## config.mk

```make
export PLATFORM = sky130hd
export DESIGN_NAME = collision_detector_flat
export DESIGN_NICKNAME = d
export VERILOG_FILES = /design/src/rtl/collision_detector_pkg.sv /design/src/rtl/collision_detector_if.sv /design/src/rtl/collision_detector_box_overlap.sv /design/src/rtl/collision_detector.sv /design/src/flat_wrapper.sv
export SDC_FILE = /design/constraint.sdc
export NUM_CORES = 1
export LEC_CHECK = 0
export ABC_AREA = 1
export CORE_MARGIN = 4
export CORE_UTILIZATION = 50
export CTS_CLUSTER_SIZE = 30
export DETAILED_ROUTE_END_ITERATION = 8
export GPL_ROUTABILITY_DRIVEN = 0
export GPL_TIMING_DRIVEN = 1
export HOLD_SLACK_MARGIN = 0.05
export PLACE_DENSITY = 0.79
export SLEW_MARGIN = 20
export SYNTH_ARGS = -nofsm -noshare
export SYNTH_HDL_FRONTEND = slang
export SYNTH_SLANG_ARGS = --single-unit
```

## constraint.sdc

```tcl
create_clock -name i_clk -period 2.5 [get_ports i_clk]
set_input_delay 0.5 -clock i_clk [delete_from_list [all_inputs] [get_ports i_clk]]
set_output_delay 0.5 -clock i_clk [all_outputs]
set_load 0.1 [all_outputs]
```

## src/rtl/collision_detector_pkg.sv

```systemverilog
// Shared types and default geometry for the collision detector, dinosaur and obstacle blocks.
package collision_detector_pkg;

    localparam int unsigned CoordW = 12;
    localparam int unsigned Margin = 2;

    typedef struct packed {
        logic [CoordW-1:0] x1;
        logic [CoordW-1:0] x2;
        logic [CoordW-1:0] y1;
        logic [CoordW-1:0] y2;
    } box_t;

    // One extra bit of headroom so the shrunk dino box cannot overflow.
    typedef struct packed {
        logic [CoordW:0] x1;
        logic [CoordW:0] x2;
        logic [CoordW:0] y1;
        logic [CoordW:0] y2;
    } wbox_t;

    typedef enum logic [2:0] {
        StIdle,
        StSnap,
        StCollect,
        StDecide,
        StOver
    } state_e;

    function automatic wbox_t widen_box(box_t b);
        wbox_t w;
        w.x1 = {1'b0, b.x1};
        w.x2 = {1'b0, b.x2};
        w.y1 = {1'b0, b.y1};
        w.y2 = {1'b0, b.y2};
        return w;
    endfunction

endpackage

```

## src/rtl/collision_detector_if.sv

```systemverilog
// Obstacle box stream: valid/ready handshake with a last-of-frame marker.
interface collision_detector_if
    import collision_detector_pkg::*;
#(
    parameter int unsigned COORD_W = CoordW
);
    logic               obs_valid;
    logic               obs_last;
    logic               obs_ready;
    logic [COORD_W-1:0] obs_x1;
    logic [COORD_W-1:0] obs_x2;
    logic [COORD_W-1:0] obs_y1;
    logic [COORD_W-1:0] obs_y2;

    modport master (
        output obs_valid, obs_last, obs_x1, obs_x2, obs_y1, obs_y2,
        input  obs_ready
    );

    modport slave (
        input  obs_valid, obs_last, obs_x1, obs_x2, obs_y1, obs_y2,
        output obs_ready
    );

endinterface

```

## src/rtl/collision_detector_box_overlap.sv

```systemverilog
// Strict (edge-exclusive) axis-aligned box overlap; a degenerate box never overlaps.
module collision_detector_box_overlap
    import collision_detector_pkg::*;
(
    input  wbox_t a_i,
    input  wbox_t b_i,
    input  logic  degen_i,
    output logic  overlap_o
);

    assign overlap_o = !degen_i &&
                       (a_i.x1 < b_i.x2) && (b_i.x1 < a_i.x2) &&
                       (a_i.y1 < b_i.y2) && (b_i.y1 < a_i.y2);

endmodule

```

## src/rtl/collision_detector.sv

```systemverilog
// Per-frame dino/obstacle collision check with hit debounce, game-over latch and score.
module collision_detector
    import collision_detector_pkg::*;
#(
    parameter int unsigned COORD_W    = CoordW,
    parameter int unsigned HIT_FRAMES = 2,
    parameter int unsigned MARGIN     = Margin,
    parameter int unsigned SCORE_W    = 16
) (
    input  logic                 i_clk,
    input  logic                 i_rst,
    input  logic                 i_ani_stb,
    input  logic                 i_restart,
    input  logic [COORD_W-1:0]   i_dino_x1,
    input  logic [COORD_W-1:0]   i_dino_x2,
    input  logic [COORD_W-1:0]   i_dino_y1,
    input  logic [COORD_W-1:0]   i_dino_y2,
    collision_detector_if.slave  obs_if,
    output logic                 o_hit,
    output logic                 o_overrun,
    output logic                 o_game_over,
    output logic                 o_animate,
    output logic [SCORE_W-1:0]   o_score
);

    // Box structs are sized by the package constant.
    if (COORD_W != CoordW) begin : g_bad_coord_w
        $error("COORD_W must match collision_detector_pkg::CoordW");
    end

    localparam logic [COORD_W:0] MarginW = (COORD_W+1)'(MARGIN);
    localparam logic [3:0]       HitMax  = 4'(HIT_FRAMES);

    state_e             state_q, state_d;
    wbox_t              dbox_q, dbox_d;
    logic               degen_q, degen_d;
    logic               frame_hit_q, frame_hit_d;
    logic [3:0]         hit_cnt_q, hit_cnt_d;
    logic               hit_q, hit_d;
    logic               overrun_q, overrun_d;
    logic               game_over_q, game_over_d;
    logic [SCORE_W-1:0] score_q, score_d;

    wbox_t snap_box;
    wbox_t obs_box;
    logic  snap_degen;
    logic  obs_ready;
    logic  accept;
    logic  overlap;

    assign obs_ready        = (state_q == StCollect);
    assign obs_if.obs_ready = obs_ready;
    assign accept           = obs_if.obs_valid && obs_ready;

    always_comb begin
        obs_box.x1 = {1'b0, obs_if.obs_x1};
        obs_box.x2 = {1'b0, obs_if.obs_x2};
        obs_box.y1 = {1'b0, obs_if.obs_y1};
        obs_box.y2 = {1'b0, obs_if.obs_y2};
        snap_box.x1 = {1'b0, i_dino_x1} + MarginW;
        snap_box.x2 = {1'b0, i_dino_x2} - MarginW;
        snap_box.y1 = {1'b0, i_dino_y1} + MarginW;
        snap_box.y2 = {1'b0, i_dino_y2} - MarginW;
        // The far-edge checks catch x2/y2 - MARGIN wrapping below zero.
        snap_degen = (snap_box.x1 >= snap_box.x2) || (snap_box.y1 >= snap_box.y2) ||
                     ({1'b0, i_dino_x2} < MarginW) || ({1'b0, i_dino_y2} < MarginW);
    end

    collision_detector_box_overlap u_box_overlap (
        .a_i       (dbox_q),
        .b_i       (obs_box),
        .degen_i   (degen_q),
        .overlap_o (overlap)
    );

    always_comb begin
        state_d     = state_q;
        dbox_d      = dbox_q;
        degen_d     = degen_q;
        frame_hit_d = frame_hit_q;
        hit_cnt_d   = hit_cnt_q;
        hit_d       = 1'b0;
        overrun_d   = 1'b0;
        game_over_d = game_over_q;
        score_d     = score_q;
        unique case (state_q)
            StIdle: begin
                if (i_ani_stb) state_d = StSnap;
            end
            StSnap: begin
                dbox_d      = snap_box;
                degen_d     = snap_degen;
                frame_hit_d = 1'b0;
                state_d     = StCollect;
            end
            StCollect: begin
                if (accept) frame_hit_d = frame_hit_q | overlap;
                if (accept && obs_if.obs_last) begin
                    state_d = StDecide;
                end else if (i_ani_stb) begin
                    overrun_d = 1'b1;
                    state_d   = StDecide;
                end
            end
            StDecide: begin
                if (frame_hit_q) begin
                    hit_d     = 1'b1;
                    hit_cnt_d = (hit_cnt_q >= HitMax) ? HitMax : hit_cnt_q + 4'd1;
                    if (hit_cnt_d == HitMax) begin
                        game_over_d = 1'b1;
                        state_d     = StOver;
                    end else begin
                        state_d = StIdle;
                    end
                end else begin
                    hit_cnt_d = '0;
                    if (score_q != '1) score_d = score_q + SCORE_W'(1);
                    state_d = StIdle;
                end
            end
            StOver: begin
                if (i_restart) begin
                    game_over_d = 1'b0;
                    state_d     = StIdle;
                end
            end
            default: state_d = StIdle;
        endcase
        if (i_restart) begin
            hit_cnt_d = '0;
            score_d   = '0;
        end
    end

    always_ff @(posedge i_clk) begin
        if (i_rst) begin
            state_q     <= StIdle;
            dbox_q      <= '0;
            degen_q     <= 1'b0;
            frame_hit_q <= 1'b0;
            hit_cnt_q   <= '0;
            hit_q       <= 1'b0;
            overrun_q   <= 1'b0;
            game_over_q <= 1'b0;
            score_q     <= '0;
        end else begin
            state_q     <= state_d;
            dbox_q      <= dbox_d;
            degen_q     <= degen_d;
            frame_hit_q <= frame_hit_d;
            hit_cnt_q   <= hit_cnt_d;
            hit_q       <= hit_d;
            overrun_q   <= overrun_d;
            game_over_q <= game_over_d;
            score_q     <= score_d;
        end
    end

    assign o_hit       = hit_q;
    assign o_overrun   = overrun_q;
    assign o_game_over = game_over_q;
    assign o_animate   = ~game_over_q;
    assign o_score     = score_q;

endmodule
```

## src/flat_wrapper.sv

```systemverilog
// flat-port wrapper written by rule: the top's interface ports become plain ports
module collision_detector_flat import collision_detector_pkg::*;
#(
    parameter int unsigned COORD_W    = CoordW,
    parameter int unsigned HIT_FRAMES = 2,
    parameter int unsigned MARGIN     = Margin,
    parameter int unsigned SCORE_W    = 16
)
  (i_clk, i_rst, i_ani_stb, i_restart, i_dino_x1, i_dino_x2, i_dino_y1, i_dino_y2, o_hit, o_overrun, o_game_over, o_animate, o_score, obs_if_obs_valid, obs_if_obs_last, obs_if_obs_x1, obs_if_obs_x2, obs_if_obs_y1, obs_if_obs_y2, obs_if_obs_ready);
  collision_detector_if #(.COORD_W(COORD_W)) obs_if_i ();
  input  logic i_clk;
  input  logic i_rst;
  input  logic i_ani_stb;
  input  logic i_restart;
  input  logic [COORD_W-1:0] i_dino_x1;
  input  logic [COORD_W-1:0] i_dino_x2;
  input  logic [COORD_W-1:0] i_dino_y1;
  input  logic [COORD_W-1:0] i_dino_y2;
  output logic o_hit;
  output logic o_overrun;
  output logic o_game_over;
  output logic o_animate;
  output logic [SCORE_W-1:0] o_score;
  input wire logic [$bits(obs_if_i.obs_valid)-1:0] obs_if_obs_valid;
  input wire logic [$bits(obs_if_i.obs_last)-1:0] obs_if_obs_last;
  input wire logic [$bits(obs_if_i.obs_x1)-1:0] obs_if_obs_x1;
  input wire logic [$bits(obs_if_i.obs_x2)-1:0] obs_if_obs_x2;
  input wire logic [$bits(obs_if_i.obs_y1)-1:0] obs_if_obs_y1;
  input wire logic [$bits(obs_if_i.obs_y2)-1:0] obs_if_obs_y2;
  output wire logic [$bits(obs_if_i.obs_ready)-1:0] obs_if_obs_ready;
  assign obs_if_i.obs_valid = obs_if_obs_valid;
  assign obs_if_i.obs_last = obs_if_obs_last;
  assign obs_if_i.obs_x1 = obs_if_obs_x1;
  assign obs_if_i.obs_x2 = obs_if_obs_x2;
  assign obs_if_i.obs_y1 = obs_if_obs_y1;
  assign obs_if_i.obs_y2 = obs_if_obs_y2;
  assign obs_if_obs_ready = obs_if_i.obs_ready;
  collision_detector #(.COORD_W(COORD_W), .HIT_FRAMES(HIT_FRAMES), .MARGIN(MARGIN), .SCORE_W(SCORE_W)) u_core (.i_clk(i_clk), .i_rst(i_rst), .i_ani_stb(i_ani_stb), .i_restart(i_restart), .i_dino_x1(i_dino_x1), .i_dino_x2(i_dino_x2), .i_dino_y1(i_dino_y1), .i_dino_y2(i_dino_y2), .obs_if(obs_if_i), .o_hit(o_hit), .o_overrun(o_overrun), .o_game_over(o_game_over), .o_animate(o_animate), .o_score(o_score));
endmodule
```

* Word level (Yosys, flattened, before mapping) *
Cells that the tools add are included.

operators by class
  add/sub/neg operators = 6
  multipliers = 0
  divide/modulo/power cells = 0
  order comparisons = 9
  equality and inequality tests = 12
  shift-type cells = 0
  mux-type cells = 17
  bitwise logic cells = 5
  reduce and logical (&&, ||, !) cells = 20

operator list
  cell                     count
  $add A12 B2 Y13 const B  2
  $ge A13 B13 Y1           2
  $lt A12 B13 Y1           2
  $lt A13 B12 Y1           2
  $sub A12 B2 Y13 const B  2
  $lt A12 B2 Y1 const B    2
  $mux W3                  6
  $add A16 B1 Y16 const B  1
  $ne A16 B16 Y1 const B   1
  $pmux W3 S5              1
  $mux W4                  2
  $eq A3 B2 Y1 const B     2
  $logic_and A1 B1 Y1      6
  $mux W1                  6
  $ne A2 B2 Y1 const B     3
  $reduce_and A3 Y1        2
  $add A4 B1 Y4 const B    1
  $eq A4 B2 Y1 const B     1
  $ge A4 B2 Y1 const B     1
  $ne A2 B1 Y1 const B     2
  $not A1 Y1               4
  $pmux W1 S2              2
  $reduce_and A4 Y1        1
  $reduce_bool A2 Y1       2
  10 further kinds         13

word-level totals
  flip-flop bits (word level) = 80
  bits in latches = 0
  bits in writable memories = 0
  memory bits (read-only) = 0
  input bits = 102
  output and inout port bits = 21
  word-level logic and storage cells = 81
  memories kept = 0

* Logic depth before layout (Yosys ltp) *
  depth in word-level cells = 8
  depth in mapped cells = 17
  gate-level depth less buffers = 17

* Modules after synthesis *
Synthesis repeated with hierarchy kept, for this count alone.

second synthesis, totals
  cell total of the unflattened synthesis = 888
  area total of the unflattened synthesis = 5913.2 µm²

by module, submodules not included
  module                          times used  cells an instance  area an instance (µm²)  sequential area each (µm²)
  collision_detector              1           634                4494.3                  1601.5
  collision_detector_box_overlap  1           254                1418.9                  0.0

* Worst setup path before layout *
Ideal clock, no wire load.

  path kind = flip-flop to flip-flop
  start point = reg u_core.score_q[0], in the netlist u_core.o_score[0]
  end point = reg u_core.score_q[0], in the netlist u_core.o_score[0]
  library setup time = 128 ps
  arrival = 2173 ps
  required time = 2372 ps
  setup slack = 199 ps
  stages on the path, launching flop included = 9
  buffers on the path = 1
  period minus slack after synthesis = 2301 ps
  path through = dfxtp_1 > ha_1 > nand3_1 > nor2_2 > nand3_1 > nand2_2 > buf_6 > xor2_1 > nor2_1

on the way
  cells in the longest elaborated chain, start to end = 2
  elaborated cells between the ends (all ways) = 3
  those cells by class = 1 x add/sub; 1 x eq/ne; 1 x reduce/logical

RTL lines
  element                                                  line                       RTL
  from (decl)                                              collision_detector.sv:42   logic [SCORE_W-1:0] score_q, score_d;
  from (signal assigned)                                   collision_detector.sv:155  score_q <= score_d;
  branches (longest 2 deep; another with $add A16 B1 Y16)  -

Parallel ways; which one is timed is not known.
A chain may end at the register's enable or synchronous reset.

==> reports/metrics.yaml <==
clocking:
  clk_path_buf_depth: 2
  h-tree-depth: 3
  cts_hold_buf: 0
  clock_latency_ns: 0.35
  clockRootBuffer: "clkbuf_16"
  numCtsBuffers: 9
  clock-sinks: 80
  cts_tree: "built"
  clk_transition_reported_paths_ns: 0.06
yosys:
  synth_top_family_by_area: "simple AND/OR/NAND/NOR gates"
  yosysWarnings: 0
  synth.area.mux_share: 0
  synth-simple-area-share: 0.2709
  synth_area_um2: 5709
  syn_nets: 1012
  syn_area_per_cell_um2: 6.854
  async_reset_ff_frac: 0
  synth-edff-count: 0
  synth-xor-area-share: 0.05829
  ys_types: 37
  seq_area_frac_synth: 0.2805
  synthAdderAreaFrac: 0.1687
  synth_compound_area_frac: 0.09818
  syn_inst: 833
  synth-seq-cells: 80
  ys.flop_type: "dfxtp_1"
grt:
  grt_pass1_wl_mm: 24.90
  grt_max_degree: 32
  grt.overflow.total: 0
  track_usage: 0.2332
  antenna_found_initial: 0
  first_global_vias: 5560
  grt.met2_usage: 0.4059
  met3_usage: 0.04421
  top_usage_layer: "met2"
  grtUsageMet1: 0.2891
drt:
  drc: 0
  detailroute.via_count: 5946
  drtIter0Drc: 277
  dr.pass1.iters: 5
  ant_nets: 0
  viasPerCell: 4.955
  wl_mm: 15.79
  wl_per_cell_um: 13.16
min_path:
  hold_start: "u_core.hit_cnt_q[3]"
  hold_depth: 2
  hold_path_class: "reg -> reg"
pwr:
  peakVddDrop_uv: 556.2
  power_mw: 3.497
  p_leak_nw: 4.184
  power.density_nw_per_um2: 423.0
timing:
  slew_headroom: 0.6905
  whs_ns: 0.4407
  tightest_slew_ns: 0.4638
  finalMaxSlewViolations: 0
  finalHoldViolCount: 0
  finClkSkew_ns: 0.004011
  max_freq_mhz: 420.3
  period_share: 0.9518
  min_period_ns: 2.379
  setup_violations: 0
placed_design:
  io_buffer_count: 122
  dp_hpwl_mm: 12.17
  place_inst: 1174
setup_path:
  cp-end-kind: "register"
  required_ns: 2.75
  cp-start-kind: "input port"
  r2r_cells: 8
  path_class: "in -> reg"
  critPathMaxFanout: 3
  rr_startpoint: "u_core.o_score[0]"
  critPathLaunch: "i_dino_x1[5]"
  arrival_ns: 2.63
finish:
  drive_gt1_frac: 0.1821
  final_nets: 1235
  syn_to_final_growth_pct: 44.80
  antenna_cells: 0
  fin_cells: 1200
floorplanning:
  core_area_um2: 10980
  dieArea_um2: 13190
  die_h_um: 114.9
  ios: 123
  initial_utilization: 0.5198
  fp-row-count: 38
  die_w_um: 114.9
flow_run:
  maxCapViolations: 0
run_status:
  status: "finished clean"
## power by group
part	switching (mW)	total, mW	internal [mW]
clock network	0.558	1.23	0.672
logic	0.458	0.908	0.450
registers	0.0268	1.36	1.33
## metal layers
layer  vias up  wire [um]  part of all wire
met2       128       7707              0.49
met4         0        236             0.015
met3        20        767             0.049
li1       3113          -                 -
met5         -          0                 0
met1      2685       7081              0.45
## stage by stage
stage                     setup WS, ns  area, um2  setup TNS (ns)  utilization
final                           0.1206       8267               0       0.7527
after CTS                     0.008664       7998               0       0.7282
after floorplan                 0.1989       5709               0            -
after global placement         -0.3458       7694         -0.3458       0.7005
after detailed placement       -0.4297       7694         -0.4297       0.7005
after global routing          -0.03254       8267        -0.03254       0.7527
## cell usage after synthesis (4+ instances only)
cell      number  share of area
nand2_1      181           0.12
inv_1        165           0.11
dfxtp_1       80           0.28
ha_1          77           0.17
nor2_1        66          0.043
nand3_1       59          0.052
a21oi_1       33          0.029
xor2_1        33          0.051
o21ai_0       27          0.024
o22ai_1       26          0.028
nor3_1        16          0.014
nand4_1       14          0.015
buf_2          8         0.0070
xnor2_1        5         0.0077
o21bai_1       4         0.0053
## state kept, by name, summed over array words and instances (netlist names)
register,cells
u_core.o_score,16
u_core.o_game_over,1
u_core.dbox_q,52
u_core.hit_cnt_q,4
u_core.o_overrun,1
u_core.frame_hit_q,1
u_core.degen_q,1
u_core.state_q,3
u_core.o_hit,1
## cells in the final DEF (no fill, tap or decap), types with 10 or more instances in the layout
cell / count
a21oi_1: 31
buf_4: 124
clkdlybuf4s50_1: 82
dfxtp_1: 80
dlymetal6s2s_1: 17
ha_1: 70
inv_1: 164
nand2_1: 175
nand3_1: 54
nand4_1: 14
nor2_1: 54
nor2_2: 10
nor3_1: 14
o21ai_0: 26
o22ai_1: 26
xor2_1: 31
## cell families after synthesis
group,count (synthesis)
simple gates,356
fa+ha+maj,77
buf+inv,182
compound gates,100
flops,80
xor+xnor,38
## what timing repair did
item,CTS,global route
gates resized for setup,7,57
pin swaps,6,32
endpoints found under the hold margin,0,0
endpoints found under the setup margin,1,1
buffers inserted,3,8
## worst max-delay path, stage by stage
cell             delay [ns]
clkdlybuf4s50_1        0.50
nand3_2                0.15
nor3_4                 0.24
xor2_1                 0.21
inv_1                  0.07
ha_1                   0.31
nand2_1                0.06
inv_1                  0.06
o21bai_4               0.11
o211ai_1               0.10
nor2_1                 0.13
nand4_1                0.10
nand2_1                0.06
inv_1                  0.03
## path summary, 6_finish.rpt
path,end,slack [ns]
worst max-delay path,u_core.degen_q,0.12
worst min-delay path,u_core.hit_cnt_q[3],0.44
worst max register to register,u_core.o_score[13],0.64
worst min register to register,u_core.hit_cnt_q[3],0.44
## final cells by class
cell class              count  area [um2]
clock buffers               9       225.2
clock inverters             6       43.79
fillers                   844        2716
inverters                 167       626.9
multi-input cells         571        3581
flip-flops and latches     80        1602
well taps                 140       175.2
repair buffers            227        2013
Note: power is estimated with default switching activity, not from simulation.
